File: config.mk
export PLATFORM = sky130hd
export DESIGN_NAME = lcd_timing_gen
export DESIGN_NICKNAME = d
export VERILOG_FILES = /design/src/rtl/lcd_timing_pkg.sv /design/src/rtl/lcd_sync_counter.sv /design/src/rtl/lcd_timing_gen.sv
export SDC_FILE = /design/constraint.sdc
export NUM_CORES = 1
export LEC_CHECK = 0
export CAP_MARGIN = 10
export CELL_PAD_IN_SITES_DETAIL_PLACEMENT = 0
export CELL_PAD_IN_SITES_GLOBAL_PLACEMENT = 1
export CORE_ASPECT_RATIO = 1.25
export CORE_MARGIN = 4
export CORE_UTILIZATION = 36
export DETAILED_ROUTE_END_ITERATION = 8
export PLACE_DENSITY = 0.88
export SLEW_MARGIN = 20
export SYNTH_ARGS = -nofsm -noshare
export SYNTH_HDL_FRONTEND = slang
export SYNTH_SLANG_ARGS = --single-unit
File: constraint.sdc
create_clock -name aclk_i -period 2.6 [get_ports aclk_i]
set_input_delay 0.78 -clock aclk_i [delete_from_list [all_inputs] [get_ports aclk_i]]
set_output_delay 0.78 -clock aclk_i [all_outputs]
set_load 0.005 [all_outputs]
File: src/rtl/lcd_timing_pkg.sv
// Shared types and default 480x272 panel timing for the LCD timing generator.
package lcd_timing_pkg;

  typedef enum logic [1:0] {
    IDLE,
    RUN,
    STOP
  } lcd_tg_state_e;

  localparam int unsigned DefHActive = 480;
  localparam int unsigned DefHFp     = 2;
  localparam int unsigned DefHSync   = 41;
  localparam int unsigned DefHBp     = 2;
  localparam int unsigned DefVActive = 272;
  localparam int unsigned DefVFp     = 2;
  localparam int unsigned DefVSync   = 10;
  localparam int unsigned DefVBp     = 2;

  function automatic int unsigned tg_total(input int unsigned sync, input int unsigned bp,
                                           input int unsigned act, input int unsigned fp);
    return sync + bp + act + fp;
  endfunction

endpackage

File: src/rtl/lcd_sync_counter.sv
// One timing axis: wrapping position counter with sync/active region decode.
module lcd_sync_counter
  import lcd_timing_pkg::*;
#(
  parameter int unsigned SYNC = 2,
  parameter int unsigned BP   = 1,
  parameter int unsigned ACT  = 4,
  parameter int unsigned FP   = 1,
  parameter int unsigned W    = $clog2(tg_total(SYNC, BP, ACT, FP))
) (
  input  logic         clk,
  input  logic         rst_n,
  input  logic         clr,
  input  logic         adv,
  output logic [W-1:0] cnt,
  output logic         sync,
  output logic         act,
  output logic         last
);

  localparam int unsigned Total = tg_total(SYNC, BP, ACT, FP);

  logic [W-1:0] cnt_q;

  always_ff @(posedge clk) begin
    if (!rst_n || clr) begin
      cnt_q <= '0;
    end else if (adv) begin
      cnt_q <= last ? '0 : cnt_q + W'(1);
    end
  end

  assign cnt  = cnt_q;
  assign last = (cnt_q == W'(Total - 1));
  assign sync = (cnt_q < W'(SYNC));
  // Active end may equal Total (no front porch), so compare with one spare bit.
  assign act  = (cnt_q >= W'(SYNC + BP)) && ({1'b0, cnt_q} < (W + 1)'(SYNC + BP + ACT));

endmodule

File: src/rtl/lcd_timing_gen.sv
// LCD video timing generator: frame-gated FSM, axis counters and 2-stage pin pipeline
// aligned to the pixel FIFO's one-cycle read latency.
module lcd_timing_gen
  import lcd_timing_pkg::*;
#(
  parameter int unsigned DATA_WIDTH = 18,
  parameter int unsigned H_ACTIVE   = DefHActive,
  parameter int unsigned H_FP       = DefHFp,
  parameter int unsigned H_SYNC     = DefHSync,
  parameter int unsigned H_BP       = DefHBp,
  parameter int unsigned V_ACTIVE   = DefVActive,
  parameter int unsigned V_FP       = DefVFp,
  parameter int unsigned V_SYNC     = DefVSync,
  parameter int unsigned V_BP       = DefVBp,
  parameter bit          HSYNC_POL  = 1'b0,
  parameter bit          VSYNC_POL  = 1'b0
) (
  input  logic                  aclk_i,
  input  logic                  rst_ni,
  input  logic                  enable_i,
  output logic                  active_video_o,
  input  logic [DATA_WIDTH-1:0] lcd_dat_i,
  output logic                  lcd_hsync_o,
  output logic                  lcd_vsync_o,
  output logic                  lcd_de_o,
  output logic [DATA_WIDTH-1:0] lcd_dat_o,
  output logic                  frame_start_o,
  output logic                  busy_o
);

  localparam int unsigned HW = $clog2(tg_total(H_SYNC, H_BP, H_ACTIVE, H_FP));
  localparam int unsigned VW = $clog2(tg_total(V_SYNC, V_BP, V_ACTIVE, V_FP));

  lcd_tg_state_e state_q, state_d;

  logic          running;
  logic [HW-1:0] h_cnt;
  logic [VW-1:0] v_cnt;
  logic          h_sync, h_act, h_last;
  logic          v_sync, v_act, v_last;

  assign running = (state_q != IDLE);

  lcd_sync_counter #(
    .SYNC (H_SYNC),
    .BP   (H_BP),
    .ACT  (H_ACTIVE),
    .FP   (H_FP),
    .W    (HW)
  ) u_h_cnt (
    .clk   (aclk_i),
    .rst_n (rst_ni),
    .clr   (!running),
    .adv   (running),
    .cnt   (h_cnt),
    .sync  (h_sync),
    .act   (h_act),
    .last  (h_last)
  );

  lcd_sync_counter #(
    .SYNC (V_SYNC),
    .BP   (V_BP),
    .ACT  (V_ACTIVE),
    .FP   (V_FP),
    .W    (VW)
  ) u_v_cnt (
    .clk   (aclk_i),
    .rst_n (rst_ni),
    .clr   (!running),
    .adv   (running && h_last),
    .cnt   (v_cnt),
    .sync  (v_sync),
    .act   (v_act),
    .last  (v_last)
  );

  always_ff @(posedge aclk_i) begin
    if (!rst_ni) begin
      state_q <= IDLE;
    end else begin
      state_q <= state_d;
    end
  end

  // STOP only retires on the last pixel of the frame, so frames are never truncated.
  always_comb begin
    state_d = state_q;
    unique case (state_q)
      IDLE:    if (enable_i) state_d = RUN;
      RUN:     if (!enable_i) state_d = STOP;
      STOP: begin
        if (enable_i) begin
          state_d = RUN;
        end else if (h_last && v_last) begin
          state_d = IDLE;
        end
      end
      default: state_d = IDLE;
    endcase
  end

  assign active_video_o = h_act && v_act && running;
  assign frame_start_o  = running && (h_cnt == '0) && (v_cnt == '0);
  assign busy_o         = running;

  logic                  hs_s1_q, vs_s1_q, de_s1_q;
  logic                  hsync_q, vsync_q, de_q;
  logic [DATA_WIDTH-1:0] dat_q;

  // Stage 1 holds active-high decodes; stage 2 applies pin polarity and captures FIFO data.
  always_ff @(posedge aclk_i) begin
    if (!rst_ni) begin
      hs_s1_q <= 1'b0;
      vs_s1_q <= 1'b0;
      de_s1_q <= 1'b0;
      hsync_q <= ~HSYNC_POL;
      vsync_q <= ~VSYNC_POL;
      de_q    <= 1'b0;
      dat_q   <= '0;
    end else begin
      hs_s1_q <= running && h_sync;
      vs_s1_q <= running && v_sync;
      de_s1_q <= active_video_o;
      hsync_q <= hs_s1_q ? HSYNC_POL : ~HSYNC_POL;
      vsync_q <= vs_s1_q ? VSYNC_POL : ~VSYNC_POL;
      de_q    <= de_s1_q;
      dat_q   <= de_s1_q ? lcd_dat_i : '0;
    end
  end

  assign lcd_hsync_o = hsync_q;
  assign lcd_vsync_o = vsync_q;
  assign lcd_de_o    = de_q;
  assign lcd_dat_o   = dat_q;

endmodule
# == After elaboration in Yosys (flattened, before gate mapping) ==
# Cells that the tools add are included.
# totals
regBits,45
input_bits,21
# op_classes
n_addsub,2
magnitude_cmp,6
eq_ne,7
n_mux,9
reduce_logical,19
# op_table
operator,count
10-bit by 1-bit adder with 10-bit output (second input constant),1
10-bit equality test (second input constant),1
10-bit by 6-bit greater-or-equal comparator with 1-bit output (second input constant),1
1-bit logical AND,10
10-bit logical NOT,1
10-bit < comparator (second input constant),1
10-bit by 6-bit < comparator with 1-bit output (second input constant),1
10-bit 2-to-1 mux,1
9-bit by 1-bit adder with 9-bit output (second input constant),1
9-bit equality test (second input constant),1
9-bit by 4-bit greater-or-equal comparator with 1-bit output (second input constant),1
9-bit logical NOT,1
9-bit by 4-bit < comparator with 1-bit output (second input constant),1
9-bit < comparator (second input constant),1
9-bit 2-to-1 mux,1
2-bit 2-to-1 mux,4
2-bit case mux with 3 select lines,1
2-bit inequality test (second input constant),2
3-bit inequality test (second input constant),1
3-bit AND reduction,1
2-bit by 1-bit equality test with 1-bit output (second input constant),1
2-bit equality test (second input constant),1
1-bit logical NOT,2
2-bit logical NOT,1
4 further kinds,5

# == Longest topological paths before layout ==
# logic_depth
depth_word,5
mapped_depth,6

# == By module ==
# From an unflattened synthesis, not the netlist that was laid out.
# unflattened
cells_unflattened,195
area_unflattened_um2,1863.0
# by_module_without_submodules
mod,n_inst,cells_each,area_per_inst_um2,seq_area_each_um2
lcd_timing_gen,1,71,792.0,520.5
lcd_sync_counter (u_h_cnt),1,69,594.3,200.2
lcd_sync_counter (u_v_cnt),1,55,476.7,180.2

# == Worst setup path after synthesis ==
# OpenSTA, ideal clock, no wires.
# synth_path
kind,register to output
startpoint,reg u_h_cnt.cnt_q[5] (netlist: u_h_cnt.cnt[5])
endpoint,out active_video_o
arrival_time_ns,1.523
t_required_ns,1.820
setup_slack_ns,0.297
stages_incl_launch_ff,6
n_path_buf,1
cell_sequence,dfxtp_1 or4_1 buf_2 nor4_1 o221ai_1 nor2b_1
# synth_via
elab_chain_cells,4
# synth_rtl
element,line_no,source
start: declaration,lcd_sync_counter.sv:23,logic [W-1:0] cnt_q;
start signal: assignment,lcd_sync_counter.sv:29,cnt_q <= last ? '0 : cnt_q + W'(1);
10-bit by 6-bit greater-or-equal comparator with 1-bit output or 10-bit < comparator (tied branches),lcd_sync_counter.sv:37,"assign act = (cnt_q >= W'(SYNC + BP)) && ({1'b0, cnt_q} < (W + 1)'(SYNC + BP + ACT));"
1-bit logical AND *,lcd_sync_counter.sv:37,
1-bit logical AND * (2 in series),lcd_timing_gen.sv:103,assign active_video_o = h_act && v_act && running;
end: declaration,lcd_timing_gen.sv:21,"output logic active_video_o,"
# Every way passes the cells marked *; elsewhere a longest branch is shown, timed or not.

# == Worst setup path in the final report ==
# Same ends and word-level chain as after synthesis.

==> run_results.csv <==
group,metric,value,unit
synth,yosys.cell_types.count,38,
detailed_routing,drc_errors,0,
power_and_ir_drop,p_per_area,449,nW/um^2
critical_path,reg2reg_from,"u_h_cnt.cnt[5]$_SDFFE_PP0N_",
global_routing,grt_antenna_before_repair,0,
detailed_routing,ant_nets,0,
clock_tree,clock_latency,0.29,ns
synth,synth_edf_count,0,
synth,yosysTopAreaCell,"dfxtp_1",
clock_tree,numCtsBuffers,5,
synth,yosysSeqAreaShare,49.0,%
synth,synth_area_leaders,"dfxtp_1, and3_1, ha_1",
synth,syn_avg_cell_area,9.43,um^2
layout,finish.utilization,54.0,%
clock_tree,clkTransAtPathRegs,0.08,ns
placement,io_buffers,44,
clock_tree,cts_hold_buf,0,
clock_tree,cts.sinks,45,
detailed_routing,drtIter0Drc,63,
timing,timing.final.hold_violations,0,
synth,ys.flop_type,"dfxtp_1",
global_routing,grt_max_degree,25,
floorplan,io_pins,45,
critical_path,crit_start,"u_h_cnt.cnt[5]$_SDFFE_PP0N_",
floorplan,die_area,6320,um^2
detailed_routing,drt_wl_total,4450,um
synth,synth.most_common_cell,"dfxtp_1",
synth,yosysWarnings,0,
floorplan,die_y,87.9,um
worst_hold_path,holdCritStartpoint,"hs_s1_q$_SDFF_PN0_",
synth,ys_ff_latch,45,
timing,finalWorstPathRequiredPeriod,2.56,ns
detailed_routing,vias,1627,
synth,synthArstFlopShare,0,%
placement,dpl-instance-area,2480,um^2
global_routing,grt_pass1_vias,1588,
timing,drv_slew,0,
floorplan,die_w,71.9,um
timing,slew_headroom,72.0,%
timing,fmax,0.391,GHz
flow_run,maxCapViolCount,0,
timing,clock_skew,0.00298,ns
global_routing,grt_pass1_wl,7310,um
timing,finalSetupTns,0,ns
placement,dp_hpwl,3280,um
timing,rsz0062_at_grt,"yes",
timing,setup_viol,0,
power_and_ir_drop,power_leakage,1.06,nW
floorplan,initial_core_util,38.0,%
synth,synthTopCellsByCount,"dfxtp_1, and3_1, nor2_1",
clock_tree,h-tree-depth,2,
synth,synth_area,1840,um^2
detailed_routing,first_pass_iters,4,
clock_tree,cts_buffer_depth,2,
power_and_ir_drop,max-vdd-ir-drop,0.208,mV
critical_path,crit_required,1.82,ns
timing,holdWs,0.365,ns
layout,antenna_cells,0,
placement,gp_congestion,0.790,
detailed_routing,vias_per_cell,5.08,
layout,drive_gt1_share,17.7,%
layout,design_area,2610,um^2
layout,syn_to_final_growth,41.8,%
floorplan,coreArea,4830,um^2
clock_tree,cts_tree,"done",
floorplan,fp-row-count,28,
global_routing,grt_overflow_total,0,
layout,fin_cells,320,
critical_path,crit_type,"reg2out",
global_routing,grt_use_total,14.7,%
timing,worst_pin_slew,0.410,ns
clock_tree,clock-root-buffer,"clkbuf_8",
critical_path,critPathCaptureType,"output pin",
critical_path,start_kind,"flip-flop",
layout,final_nets,286,
synth,synthCells,195,
critical_path,worstPathMaxFanout,3,
placement,dp_cells,311,
critical_path,crit_arrival,1.78,ns
detailed_routing,detail_route.wl_per_cell,13.9,um
timing,period_share,98.3,%
outcome,outcome,"completed",
synth,syn_nets,222,
synth,post-synth-top-area-fraction,49.0,%
worst_hold_path,min_path_type,"reg2reg",
-- flip-flops by register name (all words and copies together), names as in the netlist, 2 cells and up --
| signal | count |
|---|---|
| u_v_cnt.cnt | 9 |
| state_q | 2 |
| lcd_dat_o | 18 |
| u_h_cnt.cnt | 10 |
-- cell type report --
type | instances | area (um^2)
Timing Repair Buffer | 66 | 607
Fill cell | 437 | 2230
Clock inverter | 2 | 10.0
Tap cell | 60 | 75.1
Inverter | 7 | 26.3
Sequential cell | 45 | 905
Multi-Input combinational cell | 134 | 913
Clock buffer | 6 | 72.6
-- layer usage --
metal  vias to the layer above  part of all wire [%]  GRT usage, %
met2                        61                    46          25.0
met5                         -                     0             0
met1                       744                    45          17.3
met3                         7                   7.1          4.13
met4                         0                   1.6          5.81
li1                        815                     -             -
-- kinds of logic (layout without fill, tap and decap cells) --
logic type | count (synthesis) | in the layout | share of synthesized area, %
AOI/OAI and AO/OA | 22 | 22 | 8.10
and+or+nand+nor | 94 | 94 | 29.7
muxes | 2 | 2 | 1.09
xor gates and xnor gates | 10 | 10 | 4.76
adders and majority gates | 6 | 6 | 4.08
DFF | 45 | 45 | 49.0
buffers and inverters | 16 | 81 | 3.33
-- worst max-delay path, stage by stage, from the launching register on --
cell and delay (ns):
dfxtp_2 0.32, or4_4 0.55, buf_6 0.14, o311a_1 0.12, o221ai_2 0.16, nor2b_1 0.06
buf_2 0.13
-- through the flow --
| step | power, mW | setup slack, ns |
|---|---|---|
| 2_1_floorplan | 0.734 | 0.297 |
| 3_3_place_gp | 0.781 | -0.0397 |
| 3_5_place_dp | 0.782 | -0.0544 |
| 4_1_cts | 1.19 | -0.0118 |
| 5_1_grt | 1.23 | -0.0399 |
| 6_report | 1.17 | 0.0435 |
-- cells in the final DEF (no fill, tap or decap), types with 6 or more instances in the layout --
cell	n
nand3_1	8
nand2_1	9
xnor2_1	6
ha_1	6
nor2_1	15
buf_4	19
inv_1	7
clkdlybuf4s50_1	42
dfxtp_1	42
a21oi_1	6
and3_1	23
-- path summary, 6_finish.rpt --
path | end | slack, ns | depth (start not counted)
hold reg to reg | lcd_hsync_o$_SDFF_PN1_ | 0.36 | 1
setup / recovery | active_video_o | 0.04 | 6
hold / removal | lcd_hsync_o$_SDFF_PN1_ | 0.36 | 1
setup reg to reg | u_v_cnt.cnt[8]$_SDFFE_PP0P_ | 0.41 | 6
-- power by group --
group | switching (mW) | internal (mW)
logic | 0.0258 | 0.0409
clock network | 0.221 | 0.186
registers | 0.00315 | 0.694
total | 0.250 | 0.921
-- what timing repair did --
| action | in CTS | in global routing |
|---|---|---|
| pin swaps | 3 | 2 |
| buffers inserted | 1 | 0 |
| endpoints found under the hold margin | 0 | 0 |
| gates resized for setup | 16 | 5 |
| setup endpoints to repair | 2 | 2 |
No activity file was read; power rests on OpenSTA's default activity.
